--- src/rtl/tmds_pkg.sv ---
// rtl/tmds_pkg.sv - shared TMDS control tokens, aligner states and 8-bit decode
package tmds_pkg;

    localparam logic [9:0] TOK_C00 = 10'b1101010100;
    localparam logic [9:0] TOK_C01 = 10'b0010101011;
    localparam logic [9:0] TOK_C10 = 10'b0101010100;
    localparam logic [9:0] TOK_C11 = 10'b1010101011;

    typedef enum logic [1:0] {
        SEARCH = 2'd0,
        SLIP   = 2'd1,
        WAIT   = 2'd2,
        LOCKED = 2'd3
    } align_state_t;

    // Undo the optional inversion (bit 9), then undo the xor/xnor chain (bit 8 selects xor).
    function automatic logic [7:0] tmds_dec8(input logic [9:0] din);
        logic [7:0] q;
        logic [7:0] d;
        q    = din[9] ? ~din[7:0] : din[7:0];
        d[0] = q[0];
        for (int i = 1; i < 8; i++) begin
            d[i] = din[8] ? (q[i] ^ q[i-1]) : ~(q[i] ^ q[i-1]);
        end
        return d;
    endfunction

endpackage

--- src/rtl/tmds_align_fsm.sv ---
// rtl/tmds_align_fsm.sv - word-boundary search, bit-slip sequencing and lock supervision
module tmds_align_fsm
    import tmds_pkg::*;
#(
    parameter int CTRL_RUN       = 8,
    parameter int SEARCH_TIMEOUT = 2048,
    parameter int SLIP_WAIT      = 16,
    parameter int LOSS_TIMEOUT   = 4096
) (
    input  logic       clk_1x,
    input  logic       rst_n,
    input  logic       tok_vld,
    output logic       locked,
    output logic       lock_nxt,
    output logic       bitslip,
    output logic [3:0] slip_cnt
);

    localparam int RUN_W  = $clog2(CTRL_RUN) + 1;
    localparam int TMO_W  = $clog2(SEARCH_TIMEOUT) + 1;
    localparam int WAIT_W = $clog2(SLIP_WAIT) + 1;
    localparam int LOSS_W = $clog2(LOSS_TIMEOUT) + 1;

    localparam logic [RUN_W-1:0]  RUN_LIM  = RUN_W'(CTRL_RUN);
    localparam logic [TMO_W-1:0]  TMO_LIM  = TMO_W'(SEARCH_TIMEOUT - 1);
    localparam logic [WAIT_W-1:0] WAIT_LIM = WAIT_W'(SLIP_WAIT - 1);
    localparam logic [LOSS_W-1:0] LOSS_LIM = LOSS_W'(LOSS_TIMEOUT);

    align_state_t      state, state_nxt;
    logic [RUN_W-1:0]  run_cnt, run_nxt;
    logic [TMO_W-1:0]  tmo_cnt, tmo_nxt;
    logic [WAIT_W-1:0] wait_cnt, wait_nxt;
    logic [LOSS_W-1:0] loss_cnt, loss_nxt;
    logic [3:0]        slip_nxt;

    // State and counter registers; reset abandons any slip in progress.
    always_ff @(posedge clk_1x or negedge rst_n) begin
        if (!rst_n) begin
            state    <= SEARCH;
            run_cnt  <= '0;
            tmo_cnt  <= '0;
            wait_cnt <= '0;
            loss_cnt <= '0;
            slip_cnt <= '0;
        end else begin
            state    <= state_nxt;
            run_cnt  <= run_nxt;
            tmo_cnt  <= tmo_nxt;
            wait_cnt <= wait_nxt;
            loss_cnt <= loss_nxt;
            slip_cnt <= slip_nxt;
        end
    end

    // Next state and counters; a completed token run beats a simultaneous search timeout.
    always_comb begin
        state_nxt = state;
        run_nxt   = run_cnt;
        tmo_nxt   = tmo_cnt;
        wait_nxt  = wait_cnt;
        loss_nxt  = loss_cnt;
        slip_nxt  = slip_cnt;
        case (state)
            SEARCH: begin
                run_nxt = tok_vld ? run_cnt + 1'b1 : '0;
                tmo_nxt = tmo_cnt + 1'b1;
                if (run_nxt == RUN_LIM) begin
                    state_nxt = LOCKED;
                    loss_nxt  = '0;
                end else if (tmo_cnt == TMO_LIM) begin
                    state_nxt = SLIP;
                end
            end
            SLIP: begin
                slip_nxt  = (slip_cnt == 4'd9) ? 4'd0 : slip_cnt + 4'd1;
                wait_nxt  = '0;
                state_nxt = WAIT;
            end
            WAIT: begin
                wait_nxt = wait_cnt + 1'b1;
                if (wait_cnt == WAIT_LIM) begin
                    state_nxt = SEARCH;
                    run_nxt   = '0;
                    tmo_nxt   = '0;
                end
            end
            LOCKED: begin
                loss_nxt = tok_vld ? '0 : loss_cnt + 1'b1;
                if (loss_nxt == LOSS_LIM) begin
                    state_nxt = SEARCH;
                    run_nxt   = '0;
                    tmo_nxt   = '0;
                end
            end
            default: state_nxt = SEARCH;
        endcase
    end

    assign locked   = (state == LOCKED);
    assign lock_nxt = (state_nxt == LOCKED);
    assign bitslip  = (state == SLIP);

endmodule

--- src/rtl/tmds_decode_align.sv ---
// rtl/tmds_decode_align.sv - single-channel TMDS receive decoder with word aligner
module tmds_decode_align
    import tmds_pkg::*;
#(
    parameter int CTRL_RUN       = 8,
    parameter int SEARCH_TIMEOUT = 2048,
    parameter int SLIP_WAIT      = 16,
    parameter int LOSS_TIMEOUT   = 4096
) (
    input  logic       clk_1x,
    input  logic       rst_n,
    input  logic [9:0] din,
    output logic [7:0] dout,
    output logic       c0,
    output logic       c1,
    output logic       de,
    output logic       bitslip,
    output logic [3:0] slip_cnt,
    output logic       locked
);

    logic [9:0] din_r;
    logic       tok_vld;
    logic [1:0] tok_code;
    logic       tok_hit;
    logic [1:0] tok_val;
    logic       lock_nxt;

    // Classify the incoming word against the four control tokens.
    always_comb begin
        tok_hit = 1'b1;
        tok_val = 2'b00;
        case (din)
            TOK_C00: tok_val = 2'b00;
            TOK_C01: tok_val = 2'b01;
            TOK_C10: tok_val = 2'b10;
            TOK_C11: tok_val = 2'b11;
            default: tok_hit = 1'b0;
        endcase
    end

    // Stage 1: capture the word and its token classification.
    always_ff @(posedge clk_1x or negedge rst_n) begin
        if (!rst_n) begin
            din_r    <= '0;
            tok_vld  <= 1'b0;
            tok_code <= 2'b00;
        end else begin
            din_r    <= din;
            tok_vld  <= tok_hit;
            tok_code <= tok_val;
        end
    end

    // Stage 2: decode, gated by the lock state that becomes visible in the same cycle.
    always_ff @(posedge clk_1x or negedge rst_n) begin
        if (!rst_n) begin
            dout <= '0;
            de   <= 1'b0;
            c0   <= 1'b0;
            c1   <= 1'b0;
        end else if (!lock_nxt) begin
            dout <= '0;
            de   <= 1'b0;
            c0   <= 1'b0;
            c1   <= 1'b0;
        end else if (tok_vld) begin
            dout <= '0;
            de   <= 1'b0;
            c0   <= tok_code[0];
            c1   <= tok_code[1];
        end else begin
            dout <= tmds_dec8(din_r);
            de   <= 1'b1;
        end
    end

    tmds_align_fsm #(
        .CTRL_RUN      (CTRL_RUN),
        .SEARCH_TIMEOUT(SEARCH_TIMEOUT),
        .SLIP_WAIT     (SLIP_WAIT),
        .LOSS_TIMEOUT  (LOSS_TIMEOUT)
    ) u_fsm (
        .clk_1x  (clk_1x),
        .rst_n   (rst_n),
        .tok_vld (tok_vld),
        .locked  (locked),
        .lock_nxt(lock_nxt),
        .bitslip (bitslip),
        .slip_cnt(slip_cnt)
    );

endmodule

--- config.mk ---
export PLATFORM = sky130hd
export DESIGN_NAME = tmds_decode_align
export DESIGN_NICKNAME = d
export VERILOG_FILES = /design/src/rtl/tmds_pkg.sv /design/src/rtl/tmds_align_fsm.sv /design/src/rtl/tmds_decode_align.sv
export SDC_FILE = /design/constraint.sdc
export NUM_CORES = 1
export LEC_CHECK = 0
export CAP_MARGIN = 20
export CORE_MARGIN = 2
export CORE_UTILIZATION = 45
export CTS_CLUSTER_DIAMETER = 150
export CTS_CLUSTER_SIZE = 20
export DETAILED_ROUTE_END_ITERATION = 7
export GPL_TIMING_DRIVEN = 0
export PLACE_DENSITY_LB_ADDON = 0.2
export SETUP_SLACK_MARGIN = 0.4
export SLEW_MARGIN = 25
export SYNTH_ARGS = -nofsm -noshare
export SYNTH_HDL_FRONTEND = slang
export SYNTH_SLANG_ARGS = --single-unit
--- constraint.sdc ---
create_clock -name clk_1x -period 2.39 [get_ports clk_1x]
set_clock_uncertainty 0.1 [all_clocks]
set_input_delay 0.717 -clock clk_1x [delete_from_list [all_inputs] [get_ports clk_1x]]
set_output_delay 0.717 -clock clk_1x [all_outputs]
set_load 0.1 [all_outputs]
==> results by group, run 1 <==
Clock network
  • # H-tree levels: 3
  • Root Driver: clkbuf_8
  • CTS max path bufs: 2
  • Hold_buf cts: 0
  • Clock sinks: 64
  • Total CTS buffers: 9

Yosys
  • Syn. warnings: 0
  • Top cells by area, synth: dfrtp_1 45%, nand2_1 5.2%, o21ai_0 3.8%, xnor2_1 3.4%, a21oi_1 3.2%
  • Area leader, netlist: dfrtp_1
  • Avg Cell Area, Syn: 9.39 um2
  • Post-Syn Nets: 402
  • Cell area after synthesis: 3580 um2
  • #FFs+latches synth: 64
  • Top cell type's share of synthesized area: 44.8%
  • Post-synthesis cell count: 381
  • Seq/Total Area, Yosys: 44.8%
  • Synth cell types: 57

Global route
  • Total grt overflow: 0
  • Total track usage: 20.3%
  • Pin count of the biggest net entering global routing: 42
  • Initial antenna violation count: 0
  • Vias in the first global route: 2,973
  • First-pass GRT wire length: 13.9 mm

Timing
  • Worst EP post-GRT repair: u_fsm.state[1]$_DFF_PN0_/D
  • Worst endpoint type: register input

Floorplan
  • Chip width: 93.1 um
  • Die Ht: 93.1 um
  • Row cnt: 32
  • Initial Util: 46.3%
  • Boundary pin count: 29

Place
  • PortBufs: 28
  • Hpwl dp: 5.36 mm
  • RePlAce Congestion: 0.857

Run status
  • Failing step: detailed routing (5_2_route)
  • Error: Error: net26 2 pin not visited #guides = 27
  • Outcome: stopped before the end
==> cells in the mapped netlist, drive strengths merged <==
| master | n |
|---|---|
| a211oi | 1 |
| nand4b | 3 |
| o211ai | 1 |
| o41ai | 2 |
| nor3 | 22 |
| nand3 | 11 |
| ha | 9 |
| a21o | 3 |
| nor2 | 22 |
| o31ai | 6 |
| clkbuf | 13 |
| o22ai | 3 |
| xnor2 | 14 |
| nor4bb | 2 |
| o21a | 1 |
| nand4 | 6 |
| nand3b | 1 |
| nand2 | 50 |
| inv | 13 |
| or4 | 7 |
| dfrtp | 64 |
| a22oi | 2 |
| or3 | 3 |
| or4b | 1 |
| buf | 5 |
| or2 | 1 |
| xor2 | 5 |
| a2bb2oi | 3 |
| a2111oi | 1 |
| o21ai | 37 |
| nor3b | 3 |
| mux2i | 8 |
| a22o | 2 |
| dlygate4sd3 | 1 |
| and3 | 6 |
| and2 | 1 |
| a31oi | 6 |
| a21oi | 23 |
| o2bb2ai | 2 |
| o311ai | 1 |
| nor4 | 13 |
| nor2b | 3 |
==> layer usage <==
| layer | GRT usage (%) |
|---|---|
| met4 | 8.58 |
| met1 | 26.5 |
| met3 | 3.79 |
| met2 | 33.2 |
| met5 | 0 |
==> kinds of logic after synthesis <==
logic type / count (synthesis) / share of synthesized area (%)
AND/OR/NAND/NOR: 155 / 23.0
AO/OA/AOI/OAI: 94 / 17.4
flip-flops: 64 / 44.8
buffers and inverters: 32 / 4.79
XOR/XNOR: 19 / 4.65
adder cells (fa/ha/maj): 9 / 3.15
multiplexers: 8 / 2.24
==> timing repair <==
action,4_1_cts,5_1_grt
cloned,1,0
setup endpoints to repair,57,43
gates resized for setup,122,39
pin swaps,4,8
buffers inserted,12,5
==> stage by stage <==
stage	instances	area, um2	hold slack [ns]	TNS (ns)	worst slack [ns]
after floorplan	381	3630	0.321	0	0.0152
after global routing	546	4590	0.174	-6.35	-0.247
after global placement	511	4040	0.377	-112.87	-1.91
after CTS	541	4420	0.167	-3.27	-0.143
after detailed placement	512	4050	0.391	-6.71	-0.396
==> run 2: changes to the inputs <==
--- a/config.mk
+++ b/config.mk
@@ -7,13 +7,10 @@
 export LEC_CHECK = 0
 export CAP_MARGIN = 20
 export CORE_MARGIN = 2
-export CORE_UTILIZATION = 45
-export CTS_CLUSTER_DIAMETER = 150
-export CTS_CLUSTER_SIZE = 20
+export CORE_UTILIZATION = 30
 export DETAILED_ROUTE_END_ITERATION = 7
 export GPL_TIMING_DRIVEN = 0
-export PLACE_DENSITY_LB_ADDON = 0.2
-export SETUP_SLACK_MARGIN = 0.4
+export PLACE_DENSITY_LB_ADDON = 0.15
 export SLEW_MARGIN = 25
 export SYNTH_ARGS = -nofsm -noshare
 export SYNTH_HDL_FRONTEND = slang
==> constraint.sdc (replaced) <==
create_clock -name clk_1x -period 3.1 [get_ports clk_1x]
set_clock_uncertainty 0.1 [all_clocks]
set_input_delay 0.93 -clock clk_1x [delete_from_list [all_inputs] [get_ports clk_1x]]
set_output_delay 0.93 -clock clk_1x [all_outputs]
set_load 0.1 [all_outputs]
==> run 2 against run 1 <==
- the flow now finishes without violations
- synthesized cell count unchanged
- area after synthesis unchanged
- global-route usage down 6.5 points
==> results by group, run 2 <==
Global route
  • First-pass GRT wire length: 14.1 mm (was 13.9 mm)
  • Pin count of the biggest net entering global routing: 36 (was 42)
  • Vias in the first global route: 2,762 (was 2,973)
  • Initial antenna violation count: 0 (unchanged)
  • Total track usage: 13.8% (was 20.3%)
  • Total grt overflow: 0 (unchanged)

Route
  • DRC Markers: 0
  • Initial drt markers: 137
  • Routed via count: 2,936
  • WL final: 8.36 mm
  • Antenna-violating nets left: 0
  • Drt pass-1 iters: 4
  • WL/cell: 14.7 um
  • Via-to-Cell Ratio: 5.17

Timing
  • Setup TNS: 0 ns
  • Period utilization: 95.2%
  • Tightest Pin Transition: 0.972 ns
  • Tmin final: 2.95 ns
  • Final Hold Viols: 0
  • Slew Viols, Final: 0
  • RSZ-0062 raised after global routing: false
  • Final setup fails: 0
  • Fmax: 339 MHz
  • Worst slew margin: 35.0%

Run status
  • Outcome: completed (was stopped before the end)

Layout
  • Most common cell after layout, fill and taps aside: dfrtp_1
  • Biggest regs: u_fsm.loss_cnt: 13 flops, u_fsm.tmo_cnt: 12 flops, din_r: 10 flops
  • Most flop-heavy register: u_fsm.loss_cnt
  • Max reg flops: 13
  • Syn-to-layout area delta: 22.3%
  • Final nets: 442
  • Most frequent cells in the layout: 64 x dfrtp_1, 50 x nand2_1, 27 x o21ai_0, 25 x clkdlybuf4s50_1, 23 x a21oi_1
  • Layout cells sized above 1: 11.3%
  • Fill count: 1,180
  • Multi-input logic area: 1800 um2
  • Sequential Area: 1600 um2
  • N_diodes: 0

Hold path
  • Hold_sp: u_fsm.wait_cnt[3]
  • Worst min path class: reg -> reg
  • Hold depth: 1

Worst setup path
  • Bufs and invs on worst path: 1
  • R2r startpoint: u_fsm.loss_cnt[0]
  • Reg2reg path depth: 8
  • Critical path's slowest cell: clkdlybuf4s50_1
  • Critical path's largest stage delay: 1.17 ns
  • Startpoint Class: flip-flop
  • CP arrival: 1.92 ns
  • Critical-path cell list: clkdlybuf4s50_1
  • Worst Path Required: 2.07 ns
  • Levels on crit path: 1
  • CP top delay family: buffers and inverters
  • Crit path from: u_fsm.slip_cnt[1]
  • Critical Path End Type: output pin
  • Crit path max fanout: 6
  • Kind of critical path: reg -> out

Yosys
  • Synth cell types: 57 (unchanged)
  • Top cell type's share of synthesized area: 44.8% (unchanged)
  • Mux cell area share after synthesis: 2.24% (unchanged)
  • Largest family of logic cells by synthesized area: simple AND/OR/NAND/NOR gates (unchanged)
  • Cell area after synthesis: 3580 um2 (unchanged)
  • Top_reg_cell synth: dfrtp_1 (unchanged)
  • Post-synthesis xor/xnor area fraction: 4.65% (unchanged)
  • Seq/Total Area, Yosys: 44.8% (unchanged)
  • Area leader, netlist: dfrtp_1 (unchanged)
  • Top cells by count, synth: 64 x dfrtp_1, 50 x nand2_1, 27 x o21ai_0 (unchanged)
  • Post-synthesis cell count: 381 (unchanged)
  • Synth Area in Simple Gates: 23.0% (unchanged)
  • Synth Area in Compound Gates: 17.4% (unchanged)
  • Most common cell in the netlist: dfrtp_1 (unchanged)
  • Top cells by area, synth: dfrtp_1 45%, nand2_1 5.2%, o21ai_0 3.8%, xnor2_1 3.4%, a21oi_1 3.2% (unchanged)
  • Asr flop ratio synth: 100% (unchanged)
  • Post-synth EDFFs: 0 (unchanged)
  • #FFs+latches synth: 64 (unchanged)
  • Syn. warnings: 0 (unchanged)
  • Avg Cell Area, Syn: 9.39 um2 (unchanged)
  • Post-Syn Nets: 402 (unchanged)
  • Post-synthesis adder-cell area fraction: 3.15% (unchanged)

Floorplan
  • Area of the core: 11,500 um2
  • Die Ht: 113 um (was 93.1 um)
  • Die area: 12,800 um2
  • Chip width: 113 um (was 93.1 um)
  • Initial Util: 31.1% (was 46.3%)
  • Row cnt: 39 (was 32)
  • Boundary pin count: 29 (unchanged)

Clock network
  • CTS tree: yes
  • # H-tree levels: 3 (unchanged)
  • Reg clk slew, reported paths: 0.05 ns
  • Post-cts resize count: 4 (was 122)
  • Hold_buf cts: 0 (unchanged)
  • Setup Fix Bufs, Post-CTS: 0 (was 12)
  • CTS max path bufs: 2 (unchanged)
  • Clock sinks: 64 (unchanged)
  • Total CTS buffers: 9 (unchanged)
  • Root Driver: clkbuf_16 (was clkbuf_8)
  • Clk_lat worst skew: 0.32 ns

Power and ir drop
  • Sw frac: 19.9%
  • Switching power: 0.397 mW
  • Seq pwr share: 42.6%
  • Power Dens Cells: 455 nW/um2
  • Maximum vdd drop: 0.000333 V
  • Tot Pwr: 1.99 mW
  • Combinational Power Share: 3.1%
  • P_int: 1.59 mW
  • Leakage: 1.79 nW
  • Clk pwr share: 54.3%

Place
  • RePlAce Congestion: 0.826 (was 0.857)
  • PortBufs: 28 (unchanged)
  • Hpwl dp: 6.01 mm (was 5.36 mm)

Run
  • Maxcap violations: 0
## run 2: cell counts after synthesis
Identical to the previous run, type by type.
## run 2: path summary, 6_finish.rpt
kind | slack, ns | endpoint
max in group asynchronous | 1.93 | u_fsm.tmo_cnt[0]
worst min register to register | 0.38 | u_fsm.wait_cnt[3]
min in group asynchronous | 0.43 | dout[1]
worst max-delay path | 0.15 | slip_cnt[1]
worst max register to register | 0.21 | u_fsm.state[1]
worst min-delay path | 0.38 | u_fsm.wait_cnt[3]
## run 2: metrics by stage
| stage | instance area, um2 | setup slack, ns | std cells | util [%] | hold WS (ns) |
|---|---|---|---|---|---|
| floorplan | 3580 | 0.480 | 381 | - | 0.344 |
| global placement | 4040 | -1.25 | 552 | 35.0 | 0.376 |
| detailed placement | 4050 | -0.0436 | 553 | 35.2 | 0.382 |
| CTS | 4370 | 0.133 | 568 | 38.0 | 0.389 |
| global route | 4370 | 0.0298 | 568 | 38.0 | 0.425 |
| finish | 4370 | 0.149 | 568 | 38.0 | 0.377 |
## run 2: layout make-up
class	instances	area share, %
inverters	13	1.12
multi-input cells	285	41.2
well taps	143	4.09
plain buffers	19	2.80
clock inverters	5	1.86
repair buffers	29	6.81
clock buffers	10	5.46
flip-flops and latches	64	36.6
## run 2: power groups by stage
stage          logic (mW)  clock network (mW)  registers (mW)
2_1_floorplan      0.0242                   0           0.861
3_3_place_gp       0.0610                   0           0.862
3_5_place_dp       0.0647                   0           0.862
4_1_cts            0.0649                1.11           0.847
5_1_grt            0.0700                1.15           0.847
6_report           0.0626                1.08           0.847
## run 2: logic make-up (layout without fill, tap and decap cells)
logic type               Yosys count  in the layout
flip-flops                        64             64
buffers and inverters             32             76
XOR/XNOR                          19             19
multiplexers                       8              8
AO/OA/AOI/OAI                     94             94
AND/OR/NAND/NOR                  155            155
adder cells (fa/ha/maj)            9              9
## run 2: metal layers
metal | part of all wire, % | GRT usage, % | vias to the layer above
li1 | - | - | 1464
met1 | 49 | 19.5 | 1401
met2 | 46 | 20.8 | 62
met3 | 3.3 | 2.46 | 9
met4 | 1.2 | 5.85 | 0
met5 | 0 | 0 | -
Power figures use the tool's default switching activity.
==> run 3: changes to the inputs <==
--- a/config.mk
+++ b/config.mk
@@ -7,7 +7,8 @@
 export LEC_CHECK = 0
 export CAP_MARGIN = 20
 export CORE_MARGIN = 2
-export CORE_UTILIZATION = 30
+export CORE_UTILIZATION = 40
+export CTS_BUF_LIST = sky130_fd_sc_hd__clkbuf_2
 export DETAILED_ROUTE_END_ITERATION = 7
 export GPL_TIMING_DRIVEN = 0
 export PLACE_DENSITY_LB_ADDON = 0.15
==> run 3 against run 2 <==
- setup slack worse by 0.024 ns
- first-iteration DRC count is 4.4% lower
- sequential share of layout area grew 1.6 points
- final cell count fell by 6.0%
- largest power group is now sequential cells
- clock-buffer cell count down 1
- global-route usage up 3.6 points
- via count shrank 0.48%
==> results by group, run 3 (same netlist as run 2, synthesis figures left out) <==
Global route
  • GRT Max-Usage Layer: met2 (unchanged)
  • Pin count of the biggest net entering global routing: 42 (was 36)
  • GR met3 Demand/Resource: 3.83% (was 2.46%)
  • Met1 usage: 24.5% (was 19.5%)
  • Met2 usage: 26.8% (was 20.8%)
  • Total track usage: 17.4% (was 13.8%)
  • Vias in the first global route: 2,840 (was 2,762)
  • First-pass GRT wire length: 13.8 mm (was 14.1 mm)
  • Initial antenna violation count: 0 (unchanged)
  • Total grt overflow: 0 (unchanged)

Worst setup path
  • Worst Path Required: 2.07 ns (about the same)
  • Crit path max fanout: 8 (was 6)
  • CP top delay family: buffers and inverters (unchanged)
  • R2r startpoint: u_fsm.loss_cnt[0] (unchanged)
  • Startpoint Class: flip-flop (unchanged)
  • Critical-path cell list: inv_1 -> ha_1 -> buf_2 (was clkdlybuf4s50_1)
  • Kind of critical path: reg -> out (unchanged)
  • RR Endpoint: u_fsm.tmo_cnt[11] (was u_fsm.state[1])
  • CP arrival: 1.95 ns (was 1.92 ns)
  • Bufs and invs on worst path: 2 (was 1)
  • FF-to-FF setup slack: 0.24 ns (was 0.21 ns)
  • Critical path's slowest cell: dfrtp_1 (was clkdlybuf4s50_1)
  • Reg2reg path depth: 8 (unchanged)
  • Critical path's largest stage delay: 0.50 ns (was 1.17 ns)
  • Critical Path End Type: output pin (unchanged)

Route
  • Via-to-Cell Ratio: 5.47 (was 5.17)
  • DRC Markers: 0 (unchanged)
  • Initial drt markers: 131 (was 137)
  • Routed via count: 2,922 (was 2,936)
  • WL/cell: 14.8 um (was 14.7 um)
  • WL final: 7.90 mm (was 8.36 mm)
  • Drt pass-1 iters: 4 (unchanged)
  • Antenna-violating nets left: 0 (unchanged)

Layout
  • Final Instance Area: 4190 um2 (was 4370 um2)
  • Most flop-heavy register: u_fsm.loss_cnt (unchanged)
  • Syn-to-layout area delta: 17.2% (was 22.3%)
  • Layout cells sized above 1: 12.0% (was 11.3%)
  • Final nets: 442 (unchanged)
  • N_diodes: 0 (unchanged)
  • Most common cell after layout, fill and taps aside: dfrtp_1 (unchanged)
  • Most frequent cells in the layout: 64 x dfrtp_1, 50 x nand2_1, 27 x o21ai_0, 23 x a21oi_1, 21 x nor2_1 (was 64 x dfrtp_1, 50 x nand2_1, 27 x o21ai_0, 25 x clkdlybuf4s50_1, 23 x a21oi_1)
  • Biggest regs: u_fsm.loss_cnt: 13 flops, u_fsm.tmo_cnt: 12 flops, din_r: 10 flops (unchanged)
  • Max reg flops: 13 (unchanged)

Place
  • Area after DPL: 4010 um2 (was 4050 um2)
  • Hpwl dp: 5.53 mm (was 6.01 mm)
  • PortBufs: 28 (unchanged)
  • RePlAce Congestion: 0.888 (was 0.826)

Power and ir drop
  • Power Dens Cells: 385 nW/um2 (was 455 nW/um2)
  • Maximum vdd drop: 0.000233 V (was 0.000333 V)
  • Leakage: 1.92 nW (was 1.79 nW)

Timing
  • Tightest Pin Transition: 0.973 ns (was 0.972 ns)
  • RSZ-0062 raised after global routing: false (unchanged)
  • Tmin final: 2.98 ns (was 2.95 ns)
  • Slew Viols, Final: 0 (unchanged)
  • Worst slew margin: 35.1% (was 35.0%)
  • Setup TNS: 0 ns (unchanged)
  • Fmax: 336 MHz (was 339 MHz)
  • WHS: 0.182 ns (was 0.377 ns)
  • Final setup fails: 0 (unchanged)
  • Period utilization: 96.0% (was 95.2%)
  • Final Hold Viols: 0 (unchanged)

Clock network
  • Hold_buf cts: 0 (unchanged)
  • CTS max path bufs: 2 (unchanged)
  • CTS tree: yes (unchanged)
  • Clk_lat worst skew: 0.51 ns (was 0.32 ns)
  • Total CTS buffers: 9 (unchanged)
  • Clock sinks: 64 (unchanged)
  • Root Driver: clkbuf_2 (was clkbuf_16)
  • Reg clk slew, reported paths: 0.21 ns (was 0.05 ns)
  • Post-cts resize count: 15 (was 4)
  • Setup Fix Bufs, Post-CTS: 0 (unchanged)
  • # H-tree levels: 3 (unchanged)

Floorplan
  • Area of the core: 8680 um2 (was 11,500 um2)
  • Boundary pin count: 29 (unchanged)
  • Initial Util: 41.2% (was 31.1%)
  • Die Ht: 98.6 um (was 113 um)
  • Row cnt: 34 (was 39)
  • Chip width: 98.6 um (was 113 um)
  • Die area: 9710 um2 (was 12,800 um2)

Run
  • Maxcap violations: 0 (unchanged)

Run status
  • Outcome: completed (unchanged)

Hold path
  • Worst min path class: in -> async (was reg -> reg)
run 3: metrics by stage:
| stage | utilization, % | worst slack, ns | power [mW] | instances |
|---|---|---|---|---|
| global route | 48.3 | 0.00775 | 1.68 | 534 |
| floorplan | - | 0.480 | 0.885 | 381 |
| CTS | 48.0 | 0.00661 | 1.63 | 534 |
| finish | 48.3 | 0.125 | 1.61 | 534 |
| global placement | 46.0 | -1.21 | 0.922 | 517 |
| detailed placement | 46.2 | -0.0156 | 0.926 | 518 |
run 3: area by class of cell:
| class | instances | area, um2 |
|---|---|---|
| Sequential cell | 64 | 1600 |
| Inverter | 13 | 48.8 |
| Multi-Input combinational cell | 285 | 1810 |
| Clock inverter | 7 | 125 |
| Timing Repair Buffer | 29 | 305 |
| Buffer | 19 | 123 |
| Tap cell | 108 | 135 |
| Clock buffer | 9 | 45.0 |
| Fill cell | 856 | 4490 |
run 3: worst max-delay path by stage:
stage / depth (start not counted) / start / endpoint / slack (ns)
finish: 3 / u_fsm.state[1] / bitslip / 0.12
global route: 3 / u_fsm.state[1] / bitslip / 0.008
CTS: 1 / dout[6] / dout[6] / 0.007
detailed placement: 3 / u_fsm.state[1] / bitslip / -0.02
global placement: 1 / rst_n / u_fsm.tmo_cnt[10] / -1.21
floorplan: 8 / u_fsm.state[1] / u_fsm.run_cnt[3] / 0.48
run 3: power by group:
part           leakage [nW]  switching, mW  internal (mW)
sequential            0.857        0.00417          0.843
combinational         0.963         0.0317         0.0301
clock                0.0975          0.345          0.358
total                  1.92          0.381           1.23
run 3: worst reg2reg max path: cells and delay by family (launching register included):
kind                       cells  cell delay, ns
AOI/OAI and AO/OA              2            0.47
xor gates and xnor gates       1            0.18
adders and majority gates      1            0.31
buffers and inverters          1            0.21
DFF                            1            0.48
and+or+nand+nor                3            1.00
run 3: metal layers:
layer | part of all wire, % | up-vias
met5 | 0 | -
met4 | 1.1 | 0
met3 | 2.9 | 9
met2 | 47 | 48
met1 | 49 | 1396
li1 | - | 1469
==> run 4: changes to the inputs <==
--- a/config.mk
+++ b/config.mk
@@ -5,6 +5,7 @@
 export SDC_FILE = /design/constraint.sdc
 export NUM_CORES = 1
 export LEC_CHECK = 0
+export ABC_AREA = 1
 export CAP_MARGIN = 20
 export CORE_MARGIN = 2
 export CORE_UTILIZATION = 40
==> run 4 against run 3 <==
- area after synthesis down 6.8%
- register-to-register slack better by 0.49 ns
- final cell count up 4.1%
- hold slack worse by 0.043 ns
- global-route usage down 0.47 points
- sequential power about the same
- non-clock buffer count down 9
- die area down 6.5%
- clock power down 16%
- sequential cell count unchanged
- critical path depth down 2
==> results by group, run 4 <==
Place
  • PortBufs: 28 (unchanged)
  • RePlAce Congestion: 0.848 (was 0.888)
  • Area after DPL: 3770 um2 (was 4010 um2)
  • Hpwl dp: 4.90 mm (was 5.53 mm)
  • Post-Place Cells: 540 (was 518)

Worst setup path
  • Crit path max fanout: 1 (was 8)
  • Bufs and invs on worst path: 1 (was 2)
  • Worst Path Required: 2.07 ns (about the same)
  • Critical Path End Type: output pin (unchanged)
  • Startpoint Class: flip-flop (unchanged)
  • CP arrival: 1.98 ns (was 1.95 ns)
  • Critical path's slowest cell: clkdlybuf4s50_1 (was dfrtp_1)
  • Kind of critical path: reg -> out (unchanged)
  • Critical-path cell list: clkdlybuf4s50_1 (was inv_1 -> ha_1 -> buf_2)
  • Critical path's largest stage delay: 1.13 ns (was 0.50 ns)
  • CP top delay family: buffers and inverters (unchanged)

Floorplan
  • Chip width: 95.3 um (was 98.6 um)
  • Initial Util: 41.0% (was 41.2%)
  • Die Ht: 95.3 um (was 98.6 um)
  • Row cnt: 33 (was 34)
  • Area of the core: 8130 um2 (was 8680 um2)
  • Boundary pin count: 29 (unchanged)
  • Die area: 9080 um2 (was 9710 um2)

Power and ir drop
  • Maximum vdd drop: 0.000189 V (was 0.000233 V)
  • Leakage: 1.96 nW (was 1.92 nW)
  • Power Dens Cells: 385 nW/um2 (about the same)

Global route
  • First-pass GRT wire length: 11.8 mm (was 13.8 mm)
  • Pin count of the biggest net entering global routing: 51 (was 42)
  • Total grt overflow: 0 (unchanged)
  • Total track usage: 16.9% (was 17.4%)
  • Initial antenna violation count: 0 (unchanged)
  • Vias in the first global route: 2,582 (was 2,840)

Layout
  • Most flop-heavy register: u_fsm.loss_cnt (unchanged)
  • Most common cell after layout, fill and taps aside: nand2_1 (was dfrtp_1)
  • Final nets: 467 (was 442)
  • Biggest regs: u_fsm.loss_cnt: 13 flops, u_fsm.tmo_cnt: 12 flops, din_r: 10 flops (unchanged)
  • Layout cells sized above 1: 9.31% (was 12.0%)
  • N_diodes: 0 (unchanged)
  • Final Instance Area: 3920 um2 (was 4190 um2)
  • Max reg flops: 13 (unchanged)
  • Most frequent cells in the layout: 90 x nand2_1, 64 x dfrtp_1, 46 x inv_1, 43 x nor2_1, 34 x nand3_1 (was 64 x dfrtp_1, 50 x nand2_1, 27 x o21ai_0, 23 x a21oi_1, 21 x nor2_1)
  • Non-Filler Instances: 556 (was 534)
  • Syn-to-layout area delta: 17.7% (was 17.2%)

Route
  • Drt pass-1 iters: 4 (unchanged)
  • WL final: 6.84 mm (was 7.90 mm)
  • DRC Markers: 0 (unchanged)
  • WL/cell: 12.3 um (was 14.8 um)
  • Antenna-violating nets left: 0 (unchanged)
  • Routed via count: 2,740 (was 2,922)
  • Via-to-Cell Ratio: 4.93 (was 5.47)
  • Initial drt markers: 109 (was 131)

Hold path
  • Worst min path class: in -> async (unchanged)

Yosys
  • Top_reg_cell synth: dfrtp_1 (unchanged)
  • Post-synthesis cell count: 406 (was 381)
  • Asr flop ratio synth: 100% (unchanged)
  • Syn. warnings: 0 (unchanged)
  • Cell area after synthesis: 3330 um2 (was 3580 um2)
  • Area leader, netlist: dfrtp_1 (unchanged)
  • Most common cell in the netlist: nand2_1 (was dfrtp_1)
  • Post-Syn Nets: 427 (was 402)
  • Post-synth EDFFs: 0 (unchanged)
  • Top cells by count, synth: 90 x nand2_1, 64 x dfrtp_1, 46 x inv_1 (was 64 x dfrtp_1, 50 x nand2_1, 27 x o21ai_0)
  • #FFs+latches synth: 64 (unchanged)
  • Top cell type's share of synthesized area: 48.0% (was 44.8%)
  • Seq/Total Area, Yosys: 48.0% (was 44.8%)
  • Top cells by area, synth: dfrtp_1 48%, nand2_1 10%, inv_1 5.2%, nand3_1 5.1%, nor2_1 4.8% (was dfrtp_1 45%, nand2_1 5.2%, o21ai_0 3.8%, xnor2_1 3.4%, a21oi_1 3.2%)
  • Avg Cell Area, Syn: 8.21 um2 (was 9.39 um2)
  • Synth cell types: 31 (was 57)

Timing
  • WHS: 0.139 ns (was 0.182 ns)
  • Fmax: 332 MHz (was 336 MHz)
  • Tmin final: 3.01 ns (was 2.98 ns)
  • Tightest Pin Transition: 1.00 ns (was 0.973 ns)
  • Final setup fails: 0 (unchanged)
  • RSZ-0062 raised after global routing: false (unchanged)
  • Slew Viols, Final: 0 (unchanged)
  • Setup TNS: 0 ns (unchanged)
  • Worst slew margin: 33.5% (was 35.1%)
  • Period utilization: 97.2% (was 96.0%)
  • Final Hold Viols: 0 (unchanged)

Clock network
  • Hold_buf cts: 0 (unchanged)
  • CTS tree: yes (unchanged)
  • # H-tree levels: 3 (unchanged)
  • Clock sinks: 64 (unchanged)
  • Reg clk slew, reported paths: 0.20 ns (was 0.21 ns)
  • Clk_lat worst skew: 0.51 ns (about the same)
  • Root Driver: clkbuf_2 (unchanged)
  • Total CTS buffers: 9 (unchanged)
  • CTS max path bufs: 2 (unchanged)

Run
  • Maxcap violations: 0 (unchanged)

Run status
  • Outcome: completed (unchanged)
run 4: changes by cell type after synthesis, moves of 9 or more:
cell | previous run | this run
nor2_1 | 21 | 43
inv_1 | 13 | 46
a21oi_1 | 23 | 10
nand3_1 | 10 | 34
nand2_1 | 50 | 90
o21ai_2 | 9 | 0
run 4: metrics by stage:
stage               total power, mW  util [%]  setup WS, ns
floorplan                     0.892         -         0.757
global placement              0.929      46.1         -1.23
detailed placement            0.933      46.4         0.155
CTS                            1.53      48.0       0.00346
global route                   1.59      48.2       0.00315
finish                         1.51      48.2        0.0861
run 4: path summary, 6_finish.rpt:
check | start | slack (ns) | cells past startpoint | to
setup / recovery | dout[1] | 0.09 | 1 | dout[1]
hold / removal | rst_n | 0.14 | 1 | u_fsm.loss_cnt[7]
setup reg to reg | u_fsm.tmo_cnt[0] | 0.73 | 11 | de
hold reg to reg | u_fsm.wait_cnt[0] | 0.41 | 1 | u_fsm.wait_cnt[0]
max in group asynchronous | rst_n | 2.22 | 2 | u_fsm.state[0]
min in group clk_1x | u_fsm.wait_cnt[0] | 0.41 | 1 | u_fsm.wait_cnt[0]
run 4: metal layers:
layer  wire length, um  part of all wire [%]  global-route usage, %
met1              3250                    47                   22.1
met2              3230                    47                   26.9
met3               254                   3.7                   5.14
met4               109                   1.6                   5.56
met5                 0                     0                      0
run 4: cell families (layout without fill, tap and decap cells):
family	after synthesis	count (layout)	share of synthesized area [%]
simple gates	208	208	28.0
flops	64	64	48.0
buf+inv	58	103	7.28
compound gates	47	47	7.96
xor+xnor	18	18	4.73
fa+ha+maj	9	9	3.38
mux	2	2	0.600
run 4: power breakdown:
group          total, mW  switching [mW]  internal (mW)
Combinational     0.0680          0.0350         0.0330
Clock              0.594           0.328          0.266
Sequential         0.848         0.00533          0.843
run 4: final cells by class:
cell class / count / area [um2]
fillers: 775 / 4210
repair buffers: 29 / 317
inverters: 48 / 180
plain buffers: 10 / 62.6
clock buffers: 9 / 45.0
multi-input cells: 284 / 1490
flip-flops and latches: 64 / 1600
well taps: 105 / 131
clock inverters: 7 / 96.3
run 4: timing repair:
item / CTS / global route
setup buffers: 0 / 0
resized for setup: 13 / 7
endpoints found under the setup margin: 9 / 7
